## src/rtl/mult_sched_if.sv

```systemverilog
// mult_sched_if: bundle of the requester, response and shared-multiplier
// signals of the mult_sched block.
//   slave  : view taken by mult_sched (accepts requests, drives multiplier
//            operands, returns responses).
//   master : view taken by the requesters / multiplier environment.
// Signals:
//   reqN_valid/ready/x/y  request handshake and operands, port N
//   rspN_valid/ready/data response handshake and result, port N
//   mul_x/mul_y           operands to the shared multiplier
//   mul_w                 product from the shared multiplier (low WIDTH bits)
//   busy                  scheduler not idle
interface mult_sched_if #(
    parameter int WIDTH = 32
);
    logic             req0_valid;
    logic             req0_ready;
    logic [WIDTH-1:0] req0_x;
    logic [WIDTH-1:0] req0_y;
    logic             req1_valid;
    logic             req1_ready;
    logic [WIDTH-1:0] req1_x;
    logic [WIDTH-1:0] req1_y;
    logic [WIDTH-1:0] mul_x;
    logic [WIDTH-1:0] mul_y;
    logic [WIDTH-1:0] mul_w;
    logic             rsp0_valid;
    logic             rsp0_ready;
    logic [WIDTH-1:0] rsp0_data;
    logic             rsp1_valid;
    logic             rsp1_ready;
    logic [WIDTH-1:0] rsp1_data;
    logic             busy;

    modport slave (
        input  req0_valid, req0_x, req0_y,
        input  req1_valid, req1_x, req1_y,
        input  mul_w, rsp0_ready, rsp1_ready,
        output req0_ready, req1_ready,
        output mul_x, mul_y,
        output rsp0_valid, rsp0_data, rsp1_valid, rsp1_data,
        output busy
    );

    modport master (
        output req0_valid, req0_x, req0_y,
        output req1_valid, req1_x, req1_y,
        output mul_w, rsp0_ready, rsp1_ready,
        input  req0_ready, req1_ready,
        input  mul_x, mul_y,
        input  rsp0_valid, rsp0_data, rsp1_valid, rsp1_data,
        input  busy
    );
endinterface

```

## src/rtl/mult_sched.sv

```systemverilog
// mult_sched: two-port round-robin scheduler in front of a single shared
// multiplier. One operation in flight; operands are held on mul_x/mul_y for
// LATENCY cycles, then mul_w is captured and returned to the owning port.
// Ports:
//   clk    rising-edge clock
//   rst_n  asynchronous active-low reset
//   bus    mult_sched_if.slave (request, response and multiplier signals)
module mult_sched #(
    parameter int WIDTH   = 32,
    parameter int LATENCY = 3
) (
    input logic        clk,
    input logic        rst_n,
    mult_sched_if.slave bus
);
    // Counter only ever holds LATENCY-1 .. 0.
    localparam int              CW       = (LATENCY > 1) ? $clog2(LATENCY) : 1;
    localparam logic [CW-1:0]   CNT_INIT = CW'(LATENCY - 1);

    typedef enum logic [1:0] {IDLE, BUSY, DONE} state_t;

    state_t           state, state_next;
    logic [CW-1:0]    cnt;
    logic             owner;
    logic             last_grant;
    logic             grant;
    logic             accept;
    logic [1:0]       req_valid;
    logic [1:0]       rsp_ready;
    logic [WIDTH-1:0] op_x, op_y, result;

    assign req_valid = {bus.req1_valid, bus.req0_valid};
    assign rsp_ready = {bus.rsp1_ready, bus.rsp0_ready};

    always_ff @(posedge clk or negedge rst_n) begin
        if (!rst_n) state <= IDLE;
        else        state <= state_next;
    end

    always_comb begin
        state_next = state;
        accept     = 1'b0;
        // Contention goes to the port that did not win last time.
        case (req_valid)
            2'b10:   grant = 1'b1;
            2'b11:   grant = ~last_grant;
            default: grant = 1'b0;
        endcase
        case (state)
            IDLE: if (|req_valid) begin
                accept     = 1'b1;
                state_next = BUSY;
            end
            BUSY: if (cnt == '0) state_next = DONE;
            DONE: if (rsp_ready[owner]) state_next = IDLE;
            default: state_next = IDLE;
        endcase
    end

    always_ff @(posedge clk or negedge rst_n) begin
        if (!rst_n) begin
            cnt        <= '0;
            owner      <= 1'b0;
            last_grant <= 1'b1;   // port 0 wins the first contention
            op_x       <= '0;
            op_y       <= '0;
            result     <= '0;
        end else if (accept) begin
            op_x       <= grant ? bus.req1_x : bus.req0_x;
            op_y       <= grant ? bus.req1_y : bus.req0_y;
            owner      <= grant;
            last_grant <= grant;
            cnt        <= CNT_INIT;
        end else if (state == BUSY) begin
            if (cnt != '0) cnt    <= cnt - 1'b1;
            else           result <= bus.mul_w;
        end
    end

    assign bus.req0_ready = accept & ~grant;
    assign bus.req1_ready = accept &  grant;
    assign bus.mul_x      = op_x;
    assign bus.mul_y      = op_y;
    assign bus.rsp0_valid = (state == DONE) & ~owner;
    assign bus.rsp1_valid = (state == DONE) &  owner;
    // Data is shared; only the valid tells which port it belongs to.
    assign bus.rsp0_data  = result;
    assign bus.rsp1_data  = result;
    assign bus.busy       = (state != IDLE);
endmodule

```

## src/flat_wrapper.sv

```systemverilog
// flat-port wrapper written by rule: the top's interface ports become plain ports
module mult_sched_flat 
#(
    parameter int WIDTH   = 32,
    parameter int LATENCY = 3
)
  (clk, rst_n, bus_req0_valid, bus_req0_x, bus_req0_y, bus_req1_valid, bus_req1_x, bus_req1_y, bus_mul_w, bus_rsp0_ready, bus_rsp1_ready, bus_req0_ready, bus_req1_ready, bus_mul_x, bus_mul_y, bus_rsp0_valid, bus_rsp0_data, bus_rsp1_valid, bus_rsp1_data, bus_busy);
  mult_sched_if #(.WIDTH(WIDTH)) bus_i ();
  input logic clk;
  input logic rst_n;
  input wire logic [$bits(bus_i.req0_valid)-1:0] bus_req0_valid;
  input wire logic [$bits(bus_i.req0_x)-1:0] bus_req0_x;
  input wire logic [$bits(bus_i.req0_y)-1:0] bus_req0_y;
  input wire logic [$bits(bus_i.req1_valid)-1:0] bus_req1_valid;
  input wire logic [$bits(bus_i.req1_x)-1:0] bus_req1_x;
  input wire logic [$bits(bus_i.req1_y)-1:0] bus_req1_y;
  input wire logic [$bits(bus_i.mul_w)-1:0] bus_mul_w;
  input wire logic [$bits(bus_i.rsp0_ready)-1:0] bus_rsp0_ready;
  input wire logic [$bits(bus_i.rsp1_ready)-1:0] bus_rsp1_ready;
  output wire logic [$bits(bus_i.req0_ready)-1:0] bus_req0_ready;
  output wire logic [$bits(bus_i.req1_ready)-1:0] bus_req1_ready;
  output wire logic [$bits(bus_i.mul_x)-1:0] bus_mul_x;
  output wire logic [$bits(bus_i.mul_y)-1:0] bus_mul_y;
  output wire logic [$bits(bus_i.rsp0_valid)-1:0] bus_rsp0_valid;
  output wire logic [$bits(bus_i.rsp0_data)-1:0] bus_rsp0_data;
  output wire logic [$bits(bus_i.rsp1_valid)-1:0] bus_rsp1_valid;
  output wire logic [$bits(bus_i.rsp1_data)-1:0] bus_rsp1_data;
  output wire logic [$bits(bus_i.busy)-1:0] bus_busy;
  assign bus_i.req0_valid = bus_req0_valid;
  assign bus_i.req0_x = bus_req0_x;
  assign bus_i.req0_y = bus_req0_y;
  assign bus_i.req1_valid = bus_req1_valid;
  assign bus_i.req1_x = bus_req1_x;
  assign bus_i.req1_y = bus_req1_y;
  assign bus_i.mul_w = bus_mul_w;
  assign bus_i.rsp0_ready = bus_rsp0_ready;
  assign bus_i.rsp1_ready = bus_rsp1_ready;
  assign bus_req0_ready = bus_i.req0_ready;
  assign bus_req1_ready = bus_i.req1_ready;
  assign bus_mul_x = bus_i.mul_x;
  assign bus_mul_y = bus_i.mul_y;
  assign bus_rsp0_valid = bus_i.rsp0_valid;
  assign bus_rsp0_data = bus_i.rsp0_data;
  assign bus_rsp1_valid = bus_i.rsp1_valid;
  assign bus_rsp1_data = bus_i.rsp1_data;
  assign bus_busy = bus_i.busy;
  mult_sched #(.WIDTH(WIDTH), .LATENCY(LATENCY)) u_core (.clk(clk), .rst_n(rst_n), .bus(bus_i));
endmodule
```

## config.mk

```make
export PLATFORM = sky130hd
export DESIGN_NAME = mult_sched_flat
export DESIGN_NICKNAME = d
export VERILOG_FILES = /design/src/rtl/mult_sched_if.sv /design/src/rtl/mult_sched.sv /design/src/flat_wrapper.sv
export SDC_FILE = /design/constraint.sdc
export NUM_CORES = 1
export LEC_CHECK = 0
export CORE_UTILIZATION = 33
export DETAILED_ROUTE_END_ITERATION = 6
export GPL_ROUTABILITY_DRIVEN = 0
export GPL_TIMING_DRIVEN = 0
export PLACE_DENSITY = 0.78
export RECOVER_POWER = 100
export REMOVE_ABC_BUFFERS = 1
export SETUP_SLACK_MARGIN = 0.4
export SLEW_MARGIN = 20
export SYNTH_ARGS = -nofsm -noshare
export SYNTH_HDL_FRONTEND = slang
export SYNTH_SLANG_ARGS = --single-unit
```

## constraint.sdc

```tcl
create_clock -name clk -period 1.5 [get_ports clk]
set_input_delay 0.225 -clock clk [delete_from_list [all_inputs] [get_ports clk]]
set_output_delay 0.225 -clock clk [all_outputs]
set_load 0.1 [all_outputs]
```

; ---- Word-level counts from Yosys, hierarchy flattened
; Index checks and enable logic that the tools add are counted.
[word_totals]
word_cells = 49
out_inout_bits = 133
inputBits = 166
register_bits = 102
[classes]
muxes = 14
n_addsub = 1
magnitude_cmp = 1
n_bitwise = 9
n_reduce_logical = 10
eq_ne = 7
[op_table]
columns = cell, n
row1 = $mux W32, 2
row2 = $mux W2, 6
row3 = $reduce_bool A2 Y1, 4
row4 = $eq A2 B2 Y1 const B, 3
row5 = $ne A2 B1 Y1 const B, 3
row6 = $pmux W2 S3, 1
row7 = $reduce_and A3 Y1, 2
row8 = $not A1 Y1, 5
row9 = $and A1 B1 Y1, 4
row10 = $logic_not A2 Y1, 2
row11 = $mux W1, 4
row12 = $eq A2 B1 Y1 const B, 1
row13 = $lt A1 B2 Y1 const B, 1
row14 = $pmux W1 S2, 1
row15 = $reduce_and A2 Y1, 1
row16 = $reduce_or A2 Y1, 1
row17 = $sub A2 B1 Y2 const B, 1

; ---- Longest topological paths before layout
; Gate-level depths: netlist (run 1).
[logic_depth]
depth_word = 5
ltp_mapped = 5

; ---- Worst setup path after synthesis (run 1)
; Ideal clock, no wire load.
[synth_path]
path_kind = register to output
from = register u_core.state[0]
to = output port bus_rsp0_valid
path_stages_with_launch = 2
arrival_time_ps = 2638
required_time_ps = 1275
path_slack_ps = -1363
path_cell_list = dfrtp_1 -> nor3b_1
[synth_via]
elab_chain_len = 2
[synth_rtl]
columns = item, line_no
row1 = from (decl), mult_sched.sv:22  ; state_t state, state_next;
row2 = from (signal assigned), mult_sched.sv:37  ; else state <= state_next;
row3 = $eq A2 B2 Y1, mult_sched.sv:84  ; assign bus.rsp0_valid = (state == DONE) & ~owner;
row4 = $and A1 B1 Y1, mult_sched.sv:84
row5 = to (decl), flat_wrapper.sv:24  ; output wire logic [$bits(bus_i.rsp0_valid)-1:0] bus_rsp0_valid;
; No other way between the ends.

; ---- Worst setup path after layout (run 1)
[layout_path]
from = register u_core.state[0]
to = output port bus_req1_ready
[layout_via]
elab_chain_len = 3
[layout_rtl]
columns = item, line_no
row1 = $logic_not A2 Y1, mult_sched.sv:49  ; case (state)
row2 = $mux W1, mult_sched.sv:49
row3 = $and A1 B1 Y1, mult_sched.sv:81  ; assign bus.req1_ready = accept & grant;
row4 = to (decl), flat_wrapper.sv:21  ; output wire logic [$bits(bus_i.req1_ready)-1:0] bus_req1_ready;
; No other way between the ends.

==> run_results.csv, run 1 <==
group,metric,value,unit
synthesis,synth_common_cells,"101 x dfrtp_1, 65 x and3_1, 64 x a221o_1, 33 x buf_4, 32 x mux2_2",
drt,ant_nets,0,
timing,finalHoldViolations,0,
clock_tree,clk_pin_slew,0.07,ns
synthesis,synthAdderAreaFrac,0.00277,
synthesis,synth.most_common_cell,"dfrtp_1",
timing,clock.fmax,0.565,GHz
place,port_buffers,298,
timing,maxSlewHeadroom,0.416,
global_route,overflow,0,
global_route,grt_pass1_vias,5026,
timing,rsz0062_at_grt,"true",
synthesis,netlist_area,4520,µm²
synthesis,synth_top_family_by_area,"compound AO/OA/AOI/OAI gates",
status,violations,"negative setup slack",
floorplan,initial_core_util,0.340,
setup_path,critPathBufInv,2,
setup_path,crit_slowest_cell,"dfrtp_2",
place,placed_area,7510,µm²
setup_path,rr_startpoint,"u_core.last_grant",
worst_hold_path,min_path_type,"in -> reg",
finish,drive_gt1_frac,0.510,
synthesis,ys_top_cells_by_area,"dfrtp_1 56%, a221o_1 14%, and3_1 9.0%",
place,dp_cells,767,
setup_path,critPathCaptureType,"output port",
finish,fin_nets,839,
timing,skew,0.00716,ns
clock_tree,cts_buffer_depth,2,
place,hpwl,10200,µm
synthesis,synth-simple-area-share,0.105,
drt,vias_per_cell,5.44,
synthesis,seq_area_frac_synth,0.564,
drt,routedWlPerCell,26.1,µm
setup_path,crit_end,"bus_req1_ready",
floorplan,dieArea,14200,µm²
setup_path,startpoint,"u_core.state[0]",
setup_path,crit_family,"flip-flops",
synthesis,ys_seq_elements,102,
status,status,"finished with violations",
synthesis,muxShareOfSynthArea,0.0819,
synthesis,synth_edf_count,0,
setup_path,reg2regPathDepth,7,
synthesis,synth_warnings,0,
synthesis,yosys.area.top_type_share,0.559,
drt,dr_total_vias,4650,
synthesis,synthXorXnorAreaFrac,0.00194,
setup_path,slowest_delay,0.43,ns
timing,fin_crit_sh,1.18,
clock_tree,cts_inserted_buffers,9,
timing,setup_slack,-0.269,ns
synthesis,synth_compound_area_frac,0.151,
clock_tree,clockRootBuffer,"clkbuf_16",
floorplan,die_x,119,µm
floorplan,core-area,13300,µm²
timing,drv_slew,0,
global_route,grt_max_degree,74,
drt,drcViolationCount,0,
timing,tightest_slew,0.877,ns
clock_tree,cts_tree,"done",
finish,syn_to_final_growth,110,%
setup_path,r2r_setup_slack,-0.22,ns
synthesis,postSynth.asyncResetShare,1.00,
clock_tree,clock-sinks,102,
clock_tree,cts_max_level,3,
setup_path,worst_setup_path_start_kind,"flop",
floorplan,die_y,119,µm
synthesis,synthFlopType,"dfrtp_1",
drt,initialDrtViolationCount,185,
drt,drt-pass1-iter-count,4,
finish,finalNonFillerCells,854,
place,pre_cts_slack,-1.99,ns
finish,fillers,789,
setup_path,cp.required,1.27,ns
setup_path,crit_arrival,1.54,ns
floorplan,rows,42,
setup_path,path_class,"reg -> out",
synthesis,synth_top_area_cell,"dfrtp_1",
drt,wl,22300,µm
flow_run,drv_cap,0,
setup_path,r2r_end,"u_core.bus.mul_y[16]",
synthesis,syn-mean-instance-area,13.0,µm²
timing,period_needed,1.77,ns
setup_path,cp_max_fo,6,
global_route,grt_pass1_wl,30000,µm
floorplan,io_pins,299,
global_route,grt_util_all_layers,0.282,
setup_path,crit_path_cell_trace,"nor2_4, clkbuf_16, and2_1, buf_12",
synthesis,ys_types,26,
finish,final_cell_area,9510,µm²
setup_path,path_depth,4,
clock_tree,clock_latency,0.34,ns
timing,setup-violations-final,101,
global_route,antenna_found_initial,2,
synthesis,synthCells,349,
area by class of cell:
class / count / area [µm²] / share of cell area
Timing Repair Buffer: 370 / 4380 / 0.461
Sequential cell: 102 / 2590 / 0.273
Multi-Input combinational cell: 186 / 2000 / 0.210
Clock buffer: 12 / 246 / 0.0259
Tap cell: 176 / 220 / 0.0232
Clock inverter: 3 / 45.0 / 0.00474
Inverter: 3 / 13.8 / 0.00145
Antenna cell: 2 / 5.00 / 0.000526
placed cells by master (no fill, tap or decap), types with 12 or more instances in the layout:
| cell type | synthesis | layout |
|---|---|---|
| clkdlybuf4s50_1 | 0 | 162 |
| buf_12 | 0 | 76 |
| dfrtp_1 | 101 | 69 |
| a221o_1 | 64 | 64 |
| buf_2 | 8 | 48 |
| and3_4 | 0 | 47 |
| dfrtp_2 | 0 | 32 |
| mux2_4 | 0 | 30 |
| buf_4 | 33 | 30 |
| and3_1 | 65 | 20 |
| clkbuf_4 | 0 | 17 |
| buf_6 | 5 | 16 |
| clkbuf_16 | 0 | 12 |
| buf_16 | 0 | 12 |
layer usage:
layer  global-route usage  routed length, µm  part of all wire  up-vias
met3               0.0680               1500             0.067       38
met5                    0                  0                 0        -
met2                0.492              11700              0.52      273
met4                0.119                567             0.025        0
li1                     -                  -                 -     1962
met1                0.329               8540              0.38     2377
kinds of logic (layout without fill, tap and decap cells):
| group | after synthesis | in the layout |
|---|---|---|
| flops | 102 | 102 |
| simple gates | 76 | 80 |
| compound gates | 70 | 71 |
| buf+inv | 66 | 388 |
| mux | 33 | 33 |
| fa+ha+maj | 1 | 1 |
| xor+xnor | 1 | 1 |
| other cells | 0 | 2 |
sequential cells by signal, indices dropped and copies added, names as in the netlist:
signal	flops
u_core.bus.mul_y	32
u_core.owner	1
u_core.bus.rsp0_data	32
u_core.last_grant	1
u_core.cnt	2
u_core.state	2
u_core.bus.mul_x	32
worst reg2reg max path: stages, from the launching register on:
cell and delay (ns):
dfstp_2 0.56, buf_6 0.10, a21boi_4 0.06, buf_12 0.18, buf_12 0.14, buf_16 0.13
and3_4 0.15, a221o_1 0.26
worst min-delay path by stage:
stage | startpoint | endpoint | slack [ns] | cells past startpoint
after global routing | bus_req0_y[7] | u_core.bus.mul_y[7] | 0.50 | 2
final | bus_req0_x[26] | u_core.bus.mul_x[26] | 0.50 | 2
after global placement | u_core.bus.mul_y[29] | u_core.bus.mul_y[29] | 0.49 | 1
after floorplan | rst_n | u_core.bus.mul_x[0] | -0.07 | 0
after CTS | rst_n | u_core.bus.rsp0_data[9] | 0.32 | 2
after detailed placement | rst_n | u_core.bus.rsp0_data[9] | 0.11 | 1
per-stage QoR:
stage	utilization	TNS, ns	hold slack, ns
floorplan	-	-183.65	-0.0706
global placement	0.551	-649.15	0.494
detailed placement	0.565	-100.17	0.114
CTS	0.738	-13.34	0.321
global route	0.715	-21.17	0.498
finish	0.715	-14.61	0.497
timing repair:
item | 4_1_cts | 5_1_grt
buffers inserted | 31 | 21
setup endpoints to repair | 235 | 286
hold buffers | 1 | 0
gates resized for setup | 1244 | 123
cloned | 13 | 4
pin swaps | 22 | 30
hold endpoints to repair | 29 | 0
Power of run 1 is left out: the tool's default activity adds up to more than one toggle a clock period on the data nets, which glitch-free logic cannot reach.
==> run 2, diff against run 1 <==
- GPL_TIMING_DRIVEN: 0 -> 1
==> run_results.csv, run 2 (synthesis results as in run 1) <==
group,metric,value,unit
status,status,"finished with violations",
status,violations,"negative setup slack",
setup_path,reg2regPathDepth,7,
timing,clock.fmax,0.577,GHz
setup_path,critPathCaptureType,"output port",
finish,fillers,798,
timing,rsz0062_at_grt,"true",
drt,drt-pass1-iter-count,5,
drt,routedWlPerCell,24.1,µm
setup_path,cp.required,1.27,ns
timing,tightest_slew,0.940,ns
global_route,grt_max_degree,103,
drt,wl,21000,µm
worst_hold_path,min_path_type,"in -> reg",
timing,drv_slew,0,
floorplan,die_y,119,µm
timing,finalHoldViolations,0,
global_route,grt_util_all_layers,0.278,
finish,mostFrequentLayoutCell,"clkdlybuf4s50_1",
timing,fin_crit_sh,1.16,
drt,drcViolationCount,0,
setup_path,crit_slowest_cell,"dfstp_2",
place,port_buffers,298,
setup_path,cp_max_fo,2,
drt,initialDrtViolationCount,271,
finish,syn_to_final_growth,112,%
place,hpwl,11800,µm
global_route,grt_pass1_wl,29500,µm
clock_tree,cts_buffer_depth,2,
clock_tree,clk_pin_slew,0.07,ns
floorplan,io_pins,299,
timing,maxSlewHeadroom,0.373,
clock_tree,clock-sinks,102,
finish,finalNonFillerCells,874,
drt,ant_nets,0,
setup_path,crit_arrival,1.51,ns
finish,layout_common_cells,"162 x clkdlybuf4s50_1, 75 x buf_12, 72 x dfrtp_1, 64 x a221o_1, 52 x buf_4",
setup_path,worst_setup_path_start_kind,"flop",
clock_tree,clock_latency,0.35,ns
finish,fin_util,0.722,
floorplan,die_x,119,µm
setup_path,crit_family,"flip-flops",
setup_path,path_depth,4,
place,placed_area,8910,µm²
setup_path,path_class,"reg -> out",
timing,period_needed,1.73,ns
setup_path,crit_top_cell,"buf_12",
timing,setup-violations-final,102,
clock_tree,cts_max_level,3,
worst_hold_path,whs_path_depth,2,
place,dp_cells,776,
timing,fin_tns_setup,-9.65,ns
setup_path,crit_path_cell_trace,"nand2b_4, and3_4, buf_12, buf_12",
global_route,grt_pass1_vias,4956,
clock_tree,cts_inserted_buffers,9,
drt,vias_per_cell,5.36,
global_route,antenna_found_initial,1,
floorplan,dieArea,14200,µm²
finish,fin_nets,859,
drt,dr_total_vias,4689,
clock_tree,clockRootBuffer,"clkbuf_16",
global_route,overflow,0,
floorplan,core-area,13300,µm²
finish,drive_gt1_frac,0.494,
setup_path,slowest_delay,0.54,ns
timing,setup_slack,-0.234,ns
flow_run,drv_cap,0,
timing,skew,0.00570,ns
finish,final_cell_area,9600,µm²
clock_tree,cts_tree,"done",
floorplan,initial_core_util,0.340,
floorplan,rows,42,
setup_path,critPathBufInv,2,
[run 2: per-layer routing]
metal	GRT usage	up-vias	share of wire
li1	-	1990	-
met1	0.317	2342	0.37
met2	0.483	310	0.51
met3	0.0757	47	0.083
met4	0.125	0	0.034
met5	0	-	0
[run 2: path summary, 6_finish.rpt]
path / startpoint / to / slack (ns)
setup reg to reg: u_core.last_grant / u_core.bus.mul_x[13] / -0.22
hold reg to reg: u_core.bus.mul_y[16] / u_core.bus.mul_y[16] / 0.51
min in group asynchronous: rst_n / u_core.bus.rsp0_data[17] / 0.66
max in group asynchronous: rst_n / u_core.bus.rsp0_data[19] / 0.18
setup / recovery: u_core.last_grant / bus_req0_ready / -0.23
hold / removal: bus_req0_y[31] / u_core.bus.mul_y[31] / 0.48
[run 2: cell type report]
type                            count  area [µm²]  area share
Inverter                            3        13.8     0.00143
Tap cell                          176         220      0.0229
Multi-Input combinational cell    181        1830       0.191
Sequential cell                   102        2590       0.270
Timing Repair Buffer              395        4590       0.478
Clock inverter                      3        90.1     0.00938
Antenna cell                        1        2.50    0.000261
Clock buffer                       13         260      0.0271
[run 2: through the flow]
stage | setup WS [ns] | hold WS (ns)
2_1_floorplan | -2.23 | -0.0706
3_3_place_gp | -0.249 | 0.327
3_5_place_dp | -0.278 | 0.347
4_1_cts | -0.217 | 0.481
5_1_grt | -0.256 | 0.489
6_report | -0.234 | 0.484
[run 2: what timing repair did]
| action | in CTS | in global routing |
|---|---|---|
| gates resized for setup | 94 | 38 |
| endpoints found under the setup margin | 234 | 235 |
| hold buffers | 1 | 0 |
| pin swaps | 6 | 11 |
| endpoints found under the hold margin | 101 | 0 |
| gates cloned | 15 | 5 |
| setup buffers | 38 | 22 |
Power of run 2 is left out for the same reason.
